===== config.mk =====
export PLATFORM = sky130hd
export DESIGN_NAME = fire_control_unit
export DESIGN_NICKNAME = d
export VERILOG_FILES = /design/src/rtl/fire_control_unit.sv
export SDC_FILE = /design/constraint.sdc
export NUM_CORES = 1
export LEC_CHECK = 0
export CORE_MARGIN = 4
export CORE_UTILIZATION = 51
export CTS_CLUSTER_SIZE = 40
export DETAILED_ROUTE_END_ITERATION = 10
export PLACE_DENSITY = 0.9
export SYNTH_ARGS = -nofsm -noshare
export SYNTH_HDL_FRONTEND = slang
export SYNTH_SLANG_ARGS = --single-unit

===== constraint.sdc =====
create_clock -name CLK -period 2.9 [get_ports CLK]
set_input_delay 0.29 -clock CLK [delete_from_list [all_inputs] [get_ports CLK]]
set_output_delay 0.29 -clock CLK [all_outputs]
set_load 0.01 [all_outputs]

===== src/rtl/fire_control_unit.sv =====
// Fire control sequencer: qualifies a radar track, locks, launches on pilot command,
// then cools down. The emergency alert forces ABORT from any state; RST overrides everything.
//
// state    | meaning
// ---------+--------------------------------------------------------------
// IDLE     | no threat; the only state where a magazine reload is accepted
// TRACK    | threat present, counting consecutive qualified cycles
// LOCKED   | target locked, waiting for the pilot trigger
// FIRE     | one-cycle launch strobe
// COOLDOWN | fixed post-launch hold-off
// ABORT    | emergency landing alert active
module fire_control_unit #(
    parameter int unsigned LOCK_CYCLES     = 4,
    parameter int unsigned COOLDOWN_CYCLES = 8,
    parameter int unsigned MAX_MISSILES    = 4,
    parameter logic [31:0] MIN_RANGE       = 32'd50,
    parameter logic [31:0] MAX_RANGE       = 32'd5000
) (
    input  logic        CLK,
    input  logic        RST,
    input  logic        threat_detected,
    input  logic        safe_to_engage,
    input  logic [31:0] distance_to_target,
    input  logic        emergency_landing_alert,
    input  logic        pilot_fire_cmd,
    input  logic        reload_cmd,
    output logic        fire_pulse,
    output logic        lock_acquired,
    output logic        abort_active,
    output logic        dry_fire,
    output logic [2:0]  missiles_remaining,
    output logic [31:0] engage_distance,
    output logic [2:0]  FCU_state
);

    typedef enum logic [2:0] {
        ST_IDLE     = 3'd0,
        ST_TRACK    = 3'd1,
        ST_LOCKED   = 3'd2,
        ST_FIRE     = 3'd3,
        ST_COOLDOWN = 3'd4,
        ST_ABORT    = 3'd5
    } fcu_state_t;

    localparam logic [15:0] LOCK_LAST = 16'(LOCK_CYCLES - 1);
    localparam logic [15:0] COOL_LAST = 16'(COOLDOWN_CYCLES - 1);
    localparam logic [2:0]  MAG_FULL  = 3'(MAX_MISSILES);

    fcu_state_t  state;
    fcu_state_t  state_nxt;
    logic [15:0] lock_cnt;
    logic [15:0] cool_cnt;
    logic [31:0] fire_dist;
    logic        in_range;
    logic        qualified;

    assign in_range  = (distance_to_target >= MIN_RANGE) && (distance_to_target <= MAX_RANGE);
    assign qualified = threat_detected && safe_to_engage && in_range;
    assign FCU_state = state;

    always_comb begin
        state_nxt = state;
        case (state)
            ST_IDLE: begin
                if (threat_detected)
                    state_nxt = ST_TRACK;
            end
            ST_TRACK: begin
                if (!threat_detected)
                    state_nxt = ST_IDLE;
                else if (qualified && lock_cnt == LOCK_LAST)
                    state_nxt = ST_LOCKED;
            end
            ST_LOCKED: begin
                if (!threat_detected)
                    state_nxt = ST_IDLE;
                else if (!qualified)
                    state_nxt = ST_TRACK;
                else if (pilot_fire_cmd && missiles_remaining != 3'd0)
                    state_nxt = ST_FIRE;
            end
            ST_FIRE: begin
                state_nxt = ST_COOLDOWN;
            end
            ST_COOLDOWN: begin
                if (cool_cnt == COOL_LAST)
                    state_nxt = threat_detected ? ST_TRACK : ST_IDLE;
            end
            ST_ABORT: begin
                state_nxt = ST_IDLE;
            end
            default: begin
                state_nxt = ST_IDLE;
            end
        endcase
        // The alert wins over every other transition, including holding in ABORT.
        if (emergency_landing_alert)
            state_nxt = ST_ABORT;
    end

    always_ff @(posedge CLK) begin
        if (RST) begin
            state              <= ST_IDLE;
            lock_cnt           <= '0;
            cool_cnt           <= '0;
            fire_dist          <= '0;
            missiles_remaining <= MAG_FULL;
            engage_distance    <= '0;
            fire_pulse         <= 1'b0;
            dry_fire           <= 1'b0;
            lock_acquired      <= 1'b0;
            abort_active       <= 1'b0;
        end else begin
            state         <= state_nxt;
            fire_pulse    <= (state_nxt == ST_FIRE);
            lock_acquired <= (state_nxt == ST_LOCKED);
            abort_active  <= (state_nxt == ST_ABORT);
            dry_fire      <= (state == ST_LOCKED) && (state_nxt == ST_LOCKED) &&
                             pilot_fire_cmd && (missiles_remaining == 3'd0);

            if (state == ST_TRACK && state_nxt == ST_TRACK && qualified)
                lock_cnt <= lock_cnt + 16'd1;
            else
                lock_cnt <= '0;

            if (state == ST_COOLDOWN && state_nxt == ST_COOLDOWN)
                cool_cnt <= cool_cnt + 16'd1;
            else
                cool_cnt <= '0;

            if (state != ST_FIRE && state_nxt == ST_FIRE)
                fire_dist <= distance_to_target;

            // Launch bookkeeping commits on leaving FIRE, whatever the next state is.
            if (state == ST_FIRE) begin
                engage_distance <= fire_dist;
                if (missiles_remaining != 3'd0)
                    missiles_remaining <= missiles_remaining - 3'd1;
            end else if (state == ST_IDLE && reload_cmd) begin
                missiles_remaining <= MAG_FULL;
            end
        end
    end

endmodule


# Yosys cells after proc, flatten, opt, wreduce, memory -nomap -nowiden

Cells that the tools add are included.

Add/subtract/negate cells: 3
Magnitude comparators: 2
Equality and inequality tests: 13
Multiplexer cells: 13
Bitwise operators: 2
Reductions and logical operators: 20

Operators with widths:

| operator                                                            | count |
|---|---|
| 2-to-1 mux 3 bit                                                    | 11 |
| adder 16 x 1 -> 16 bit (second input constant)                      | 2 |
| greater-or-equal comparator 32 x 6 -> 1 bit (second input constant) | 1 |
| <= comparator 32 x 13 -> 1 bit (second input constant)              | 1 |
| == test 16 x 2 -> 1 bit (second input constant)                     | 1 |
| == test 16 x 3 -> 1 bit (second input constant)                     | 1 |
| case mux 3 bit (5 select lines)                                     | 1 |
| logical AND 1 bit                                                   | 13 |
| == test 3 x 2 -> 1 bit (second input constant)                      | 4 |
| == test 3 bit (second input constant)                               | 3 |
| == test 3 x 1 -> 1 bit (second input constant)                      | 2 |
| zero test 3 bit                                                     | 2 |
| OR reduction 2 bit                                                  | 2 |
| != test 3 x 2 -> 1 bit (second input constant)                      | 1 |
| nonzero test 3 bit                                                  | 1 |
| subtractor 3 x 1 -> 3 bit (second input constant)                   | 1 |
| != test 2 bit (second input constant)                               | 1 |
| inverter 1 bit                                                      | 2 |
| AND reduction 2 bit                                                 | 1 |
| nonzero test 2 bit                                                  | 1 |
| 2-to-1 mux 1 bit                                                    | 1 |

Register bits: 106
Output and inout port bits: 42

# Longest topological paths before layout

Gate-level depths: netlist (run 1).

Depth in word-level cells: 13
Depth in mapped cells: 8
Depth with buffers taken out: 7

# Worst setup path before layout (run 1)

Ideal clock, no wire load.

Kind: register to register
Start: register lock_cnt[0]
End: register fire_dist[26]
Setup time: 0.131 ns
Arrival time: 1.881 ns
Path slack: 0.887 ns
Cell stages (with the launch flop): 9
Path buffers: 1
Period minus slack after synthesis: 2.013 ns
Cell sequence: dfxtp_1 > ha_1 > nor4b_1 > and4_1 > a41o_1 > nand4_1 > a311oi_2 > buf_2 > nor3b_1

Cells in the longest elaborated chain, start to end: 8

RTL lines:

| element                         | line | RTL |
|---|---|---|
| start, declared                 | 51   | `logic [15:0] lock_cnt;` |
| start signal, assigned          | 122  | `lock_cnt <= lock_cnt + 16'd1;` |
| == test 16 x 2 -> 1 bit         | 71   | `else if (qualified && lock_cnt == LOCK_LAST)` |
| logical AND 1 bit               | 71   |  |
| 2-to-1 mux 3 bit                | 71   |  |
| 2-to-1 mux 3 bit                | 69   | `if (!threat_detected)` |
| case mux 3 bit (5 select lines) | 63   | `case (state)` |
| 2-to-1 mux 3 bit                | 97   | `if (emergency_landing_alert)` |
| == test 3 x 2 -> 1 bit          | 131  | `if (state != ST_FIRE && state_nxt == ST_FIRE)` |
| logical AND 1 bit               | 131  |  |
| end signal, assigned            | 132  | `fire_dist <= distance_to_target;` |
| end, declared                   | 53   | `logic [31:0] fire_dist;` |

No other way between the ends.
A chain may end at the register's enable or synchronous reset.

# Worst setup path in the final report (run 1)

Start: register cool_cnt[0]
End: register abort_active

Cells in the longest elaborated chain, start to end: 5

RTL lines:

| element                         | line | RTL |
|---|---|---|
| start, declared                 | 52   | `logic [15:0] cool_cnt;` |
| start signal, assigned          | 127  | `cool_cnt <= cool_cnt + 16'd1;` |
| == test 16 x 3 -> 1 bit         | 86   | `if (cool_cnt == COOL_LAST)` |
| 2-to-1 mux 3 bit                | 86   |  |
| case mux 3 bit (5 select lines) | 63   |  |
| 2-to-1 mux 3 bit                | 97   |  |
| == test 3 bit                   | 117  | `abort_active <= (state_nxt == ST_ABORT);` |
| end signal, assigned            | 117  |  |
| end, declared                   | 29   | `output logic abort_active,` |

No other way between the ends.

==> results of run 1 <==
stage by stage:
step | util | setup slack (ns) | total power, mW
finish | 0.674 | 0.587 | 2.50
global placement | 0.648 | 0.409 | 1.61
detailed placement | 0.648 | 0.316 | 1.61
floorplan | - | 0.887 | 1.53
CTS | 0.674 | 0.562 | 2.52
global route | 0.674 | 0.389 | 2.58
worst max-delay path, delay by kind of cell, from the launching register on:
| kind | cells | cell delay, ns |
|---|---|---|
| compound gates | 3 | 0.80 |
| fa+ha+maj | 1 | 0.29 |
| flops | 1 | 0.44 |
| simple gates | 3 | 0.68 |
layout make-up:
| cell class | instances | area [um2] | area share |
|---|---|---|---|
| multi-input combinational | 323 | 1950 | 0.369 |
| clock buffer | 10 | 128 | 0.0241 |
| tap | 102 | 128 | 0.0241 |
| clock inverter | 6 | 73.8 | 0.0140 |
| sequential | 106 | 2120 | 0.401 |
| timing repair buffer | 86 | 853 | 0.161 |
| inverter | 8 | 30.0 | 0.00568 |
registers in the layout, indices dropped and copies added (netlist names):
signal and count:
FCU_state 3, abort_active 1, cool_cnt 16, dry_fire 1
engage_distance 32, fire_dist 32, fire_pulse 1, lock_acquired 1
lock_cnt 16, missiles_remaining 3
cell families (layout without fill, tap and decap cells):
family / Yosys count / after routing
DFF: 106 / 106
adders and majority gates: 4 / 4
AOI/OAI and AO/OA: 69 / 69
xor gates and xnor gates: 25 / 25
buffers and inverters: 30 / 110
and+or+nand+nor: 225 / 225
placed cells by master (no fill, tap or decap), types with 12 or more instances in the layout:
| cell type | instances |
|---|---|
| dfxtp_1 | 106 |
| nand2_1 | 79 |
| clkdlybuf4s50_1 | 79 |
| a21oi_1 | 39 |
| nor2_1 | 28 |
| nor3b_1 | 22 |
| nand2b_1 | 15 |
| xnor2_1 | 14 |
| o2bb2ai_1 | 13 |
| nand3_1 | 12 |
path summary, 6_finish.rpt:
kind | slack (ns) | endpoint | cells after the start
hold reg to reg | 0.45 | engage_distance[31]$_SDFFE_PP0P_ | 2
setup / recovery | 0.59 | abort_active$_SDFF_PP0_ | 7
setup reg to reg | 0.59 | abort_active$_SDFF_PP0_ | 7
hold / removal | 0.29 | dry_fire$_SDFF_PP0_ | 3
metal layers:
layer	GRT usage	vias up	share of wire
li1	-	1723	-
met1	0.226	1658	0.42
met2	0.337	72	0.51
met3	0.0354	26	0.039
met4	0.0882	0	0.030
met5	0	-	0
report_power, final:
| group | switching, mW | internal, mW |
|---|---|---|
| logic | 0.0524 | 0.0644 |
| registers | 0.00544 | 1.46 |
| clock network | 0.513 | 0.412 |
| total | 0.571 | 1.93 |
==> results_dict.tcl, run 1 <==
set metrics [dict create \
    synthFlopType "dfxtp_1" \
    core_area_mm2 0.00785 \
    floorplan.initialDensity 0.535 \
    viasPerCell 5.43 \
    crit_chain "ha_1 > nor4b_1 > nand4_1 > o21ai_0 > nand2_1 > a31o_2 > a21boi_0" \
    cp.required_ns 3.16 \
    synth_compound_area_frac 0.106 \
    fin_cells 641 \
    power_density_mw_per_mm2 474 \
    setup_tns_ns 0 \
    leakage_nw 1.71 \
    ys_async_sr_fraction 0 \
    r2r_start "cool_cnt[0]$_SDFF_PP0_" \
    syn_area_per_cell_um2 9.15 \
    clock-root-buffer "clkbuf_8" \
    cts_buffers 9 \
    syn2layout_area_growth_pct 25.9 \
    nFillCells 627 \
    post-route-min-period_ns 2.31 \
    finalSetupViolCount 0 \
    clk_latency_ns 0.36 \
    synth_area_mm2 0.00420 \
    drt_iter0_markers 112 \
    clk_path_buf_depth 2 \
    timing.hold.ws_ns 0.289 \
    ir_worst_vdd_mv 0.241 \
    yosys_register_bits 106 \
    hold_buffers 0 \
    synth.distinct_cells 41 \
    cp_max_fo 6 \
    synth_cells 459 \
    end_kind "register" \
    yosysTopAreaCellShare 0.505 \
    slowest_stage "dfxtp_1" \
    report.final.hold_viol_count 0 \
    yosys-top-cells-area "dfxtp_1 51%, nand2_1 7.1%, a21oi_1 4.6%, nor3b_1 3.9%, xnor2_1 2.9%" \
    grtUsageTotal 0.192 \
    antenna_found_initial 0 \
    synth_mux_area_frac 0 \
    clkTransAtPathRegs_ns 0.10 \
    vias 3479 \
    ctsResizeCount 0 \
    finalCritPeriodShare 0.797 \
    synth_most_common_cell "dfxtp_1" \
    ant_nets 0 \
    max_stage_delay_ns 0.44 \
    crit_start "cool_cnt[0]$_SDFF_PP0_" \
    ys_seq_area_frac 0.505 \
    crit_arrival_ns 2.58 \
    post-place-cells 625 \
    die_x_um 98.8 \
    worst_slew_pin_slew_ns 0.606 \
    final_area_mm2 0.00529 \
    grt_pass1_vias 3425 \
    rsz0062_at_grt "no" \
    num_rows 32 \
    synth_top_family_by_area "simple AND/OR/NAND/NOR gates" \
    synth_warnings 0 \
    relSlewSlack 0.596 \
    synth_top_area_cell "dfxtp_1" \
    cts_tree "yes" \
    synth_edf_count 0 \
    ys_top_cells_by_count "106 x dfxtp_1, 79 x nand2_1, 39 x a21oi_1" \
    antenna_cells 0 \
    io_pins 81 \
    hp-start "RST" \
    nets 577 \
    dieArea_mm2 0.00975 \
    cap_violations 0 \
    synthAdderAreaFrac 0.0119 \
    grt_max_degree 70 \
    dp.final_hpwl_um 6530 \
    firstDrtPassIters 4 \
    wl_per_cell_um 14.5 \
    setup.worst_path.start_class "register" \
    routed_wl_um 9290 \
    cts.sinks 106 \
    max_clock_freq_mhz 432 \
    dpl-instance-area_mm2 0.00508 \
    synth_nets 502 \
    die_h_um 98.8 \
    cts_max_level 3 \
    postCtsSetupRepairBufs 0 \
    yosys.area_share.simple 0.292 \
    gp_congestion 0.837 \
    maxSlewViolCount 0 \
    drc 0 \
    grt_overflow_total 0 \
    drive_gt1_frac 0.0798 \
    grt_pass1_wl_um 15600 \
    outcome "complete, no violations" \
    min_path_type "in2reg" \
    portBuffers 80 \
    synth-xor-area-share 0.0521 \
    fin_worst_skew_ns 0.0101 \
    critical_path_class "reg2reg" \
]
(Power assumes the default switching activity.)
==> inputs of run 2 (changes only) <==
Settings changed: CORE_UTILIZATION 51 to 46, PLACE_DENSITY 0.9 to 0.86.
Clock period 2.9 ns to 2.1 ns, I/O delays scaled along.
==> results_dict.tcl, run 2 (synthesis gave the netlist of run 1 again) <==
set metrics [dict create \
    cts_tree "yes" \
    wl_met3_um 529 \
    grt_overflow_total 0 \
    p_int_mw 2.58 \
    die_h_um 104 \
    clkPwrFrac 0.355 \
    clkTransAtPathRegs_ns 0.11 \
    viasPerCell 5.29 \
    vias 3563 \
    setup.worst_path.start_class "register" \
    reg.largest.list "engage_distance x32, fire_dist x32" \
    power_density_mw_per_mm2 615 \
    post-place-cells 654 \
    drt_iter0_markers 175 \
    seqCellArea_mm2 0.00213 \
    post-route-min-period_ns 2.05 \
    netSwitchingPower_mw 0.831 \
    grtUsageTotal 0.178 \
    end_kind "register" \
    p_comb_frac 0.053 \
    worst_slew_pin_slew_ns 0.609 \
    leakage_nw 1.87 \
    outcome "complete, no violations" \
    io_pins 81 \
    final_area_mm2 0.00555 \
    num_rows 34 \
    min_path_type "in2reg" \
    top_layer "met4" \
    max_clock_freq_mhz 488 \
    core_area_mm2 0.00881 \
    met2_length_um 4950 \
    antenna_cells 0 \
    power_mw 3.42 \
    gp_congestion 0.852 \
    dp.final_hpwl_um 6840 \
    antenna_found_initial 0 \
    cap_violations 0 \
    clk_path_buf_depth 2 \
    fin_cells 673 \
    finalSetupViolCount 0 \
    firstDrtPassIters 5 \
    cts_max_level 3 \
    portBuffers 80 \
    routed_wl_um 9440 \
    dp_slack_ns -0.306 \
    final_common_cell "dfxtp_1" \
    nFillCells 716 \
    utilization 0.631 \
    floorplan.initialDensity 0.477 \
    max_stage_delay_ns 0.38 \
    hold_buffers 0 \
    fin_worst_skew_ns 0.0103 \
    cts_buffers 9 \
    die_x_um 104 \
    clock-root-buffer "clkbuf_8" \
    ant_nets 0 \
    multi_input_area_mm2 0.00199 \
    critical_path_class "reg2reg" \
    nets 603 \
    most-common-layout-cells "103 x dfxtp_1, 79 x nand2_1, 79 x clkdlybuf4s50_1" \
    grt_pass1_wl_um 16100 \
    dpl-instance-area_mm2 0.00528 \
    finalCritPeriodShare 0.975 \
    wl_per_cell_um 14.0 \
    cp_max_fo 16 \
    wl_met1_um 3760 \
    crit_arrival_ns 2.28 \
    finalWorstSetupSlack_ns 0.0527 \
    clk_latency_ns 0.37 \
    maxSlewViolCount 0 \
    cp.required_ns 2.33 \
    syn2layout_area_growth_pct 32.2 \
    slowest_stage "dfxtp_2" \
    switching_share 0.243 \
    grt_max_degree 70 \
    p_seq_frac 0.591 \
    cts.sinks 106 \
    crit_chain "ha_4 > nor4b_2 > and4_1 > a41o_1 > nand4_1 > a311oi_4 > buf_4 > buf_12 > nor3b_1" \
    grt_pass1_vias 3554 \
    report.final.hold_viol_count 0 \
    drc 0 \
    r2r_slack_ns 0.05 \
    ir_worst_vdd_mv 0.450 \
    relSlewSlack 0.594 \
    drive_gt1_frac 0.138 \
    dieArea_mm2 0.0107 \
]
==> run 2: changes by cell type in the layout (fill, tap and decap cells not counted), sizes merged <==
cell,previous run,this run
bufinv,1,0
clkinvlp,2,0
clkbuf,10,9
buf,7,33
inv,11,13
clkinv,0,2
==> run 2: worst paths after layout <==
path	from	endpoint	depth (start not counted)
max	lock_cnt[0]$_SDFF_PP0_	fire_dist[29]$_SDFFE_PP0P_	9
min	RST	dry_fire$_SDFF_PP0_	3
max reg2reg	lock_cnt[0]$_SDFF_PP0_	fire_dist[29]$_SDFFE_PP0P_	9
min reg2reg	fire_dist[31]$_SDFFE_PP0P_	engage_distance[31]$_SDFFE_PP0P_	2
==> run 2: final cells by class <==
type / count / share of cell area
well taps: 108 / 0.0243
multi-input cells: 323 / 0.359
clock buffers: 9 / 0.0223
clock inverters: 7 / 0.0117
flip-flops and latches: 106 / 0.383
repair buffers: 112 / 0.195
inverters: 8 / 0.00541
==> run 2: critical path, delay by kind of cell, from the launching register on <==
kind / cells / cell delay, ns
buf+inv: 2 / 0.30
fa+ha+maj: 1 / 0.14
simple gates: 4 / 0.63
compound gates: 2 / 0.45
flops: 1 / 0.38
==> run 2: timing repair <==
action | 4_1_cts | 5_1_grt
cloned | 1 | 0
gates resized for setup | 1 | 11
buffers inserted | 1 | 1
hold endpoints to repair | 0 | 0
setup endpoints to repair | 9 | 41
pin swaps | 4 | 1
==> run 2: power groups by stage <==
stage	clock, mW	sequential, mW	combinational [mW]
finish	1.21	2.02	0.182
global route	1.35	2.02	0.194
CTS	1.25	2.02	0.179
detailed placement	0	2.07	0.179
global placement	0	2.07	0.177
floorplan	0	2.07	0.0514
==> run 2: stage by stage <==
step / hold WS (ns) / TNS [ns]
after floorplan: 0.327 / 0
after global placement: 0.437 / -12.79
after detailed placement: 0.440 / -12.90
after CTS: 0.216 / 0
after global routing: 0.231 / -0.354
final: 0.236 / 0
==> run 2: routing by layer <==
metal,global-route usage,vias up
met1,0.202,1679
met5,0,-
met3,0.0578,20
met4,0.0636,0
li1,-,1777
met2,0.314,87
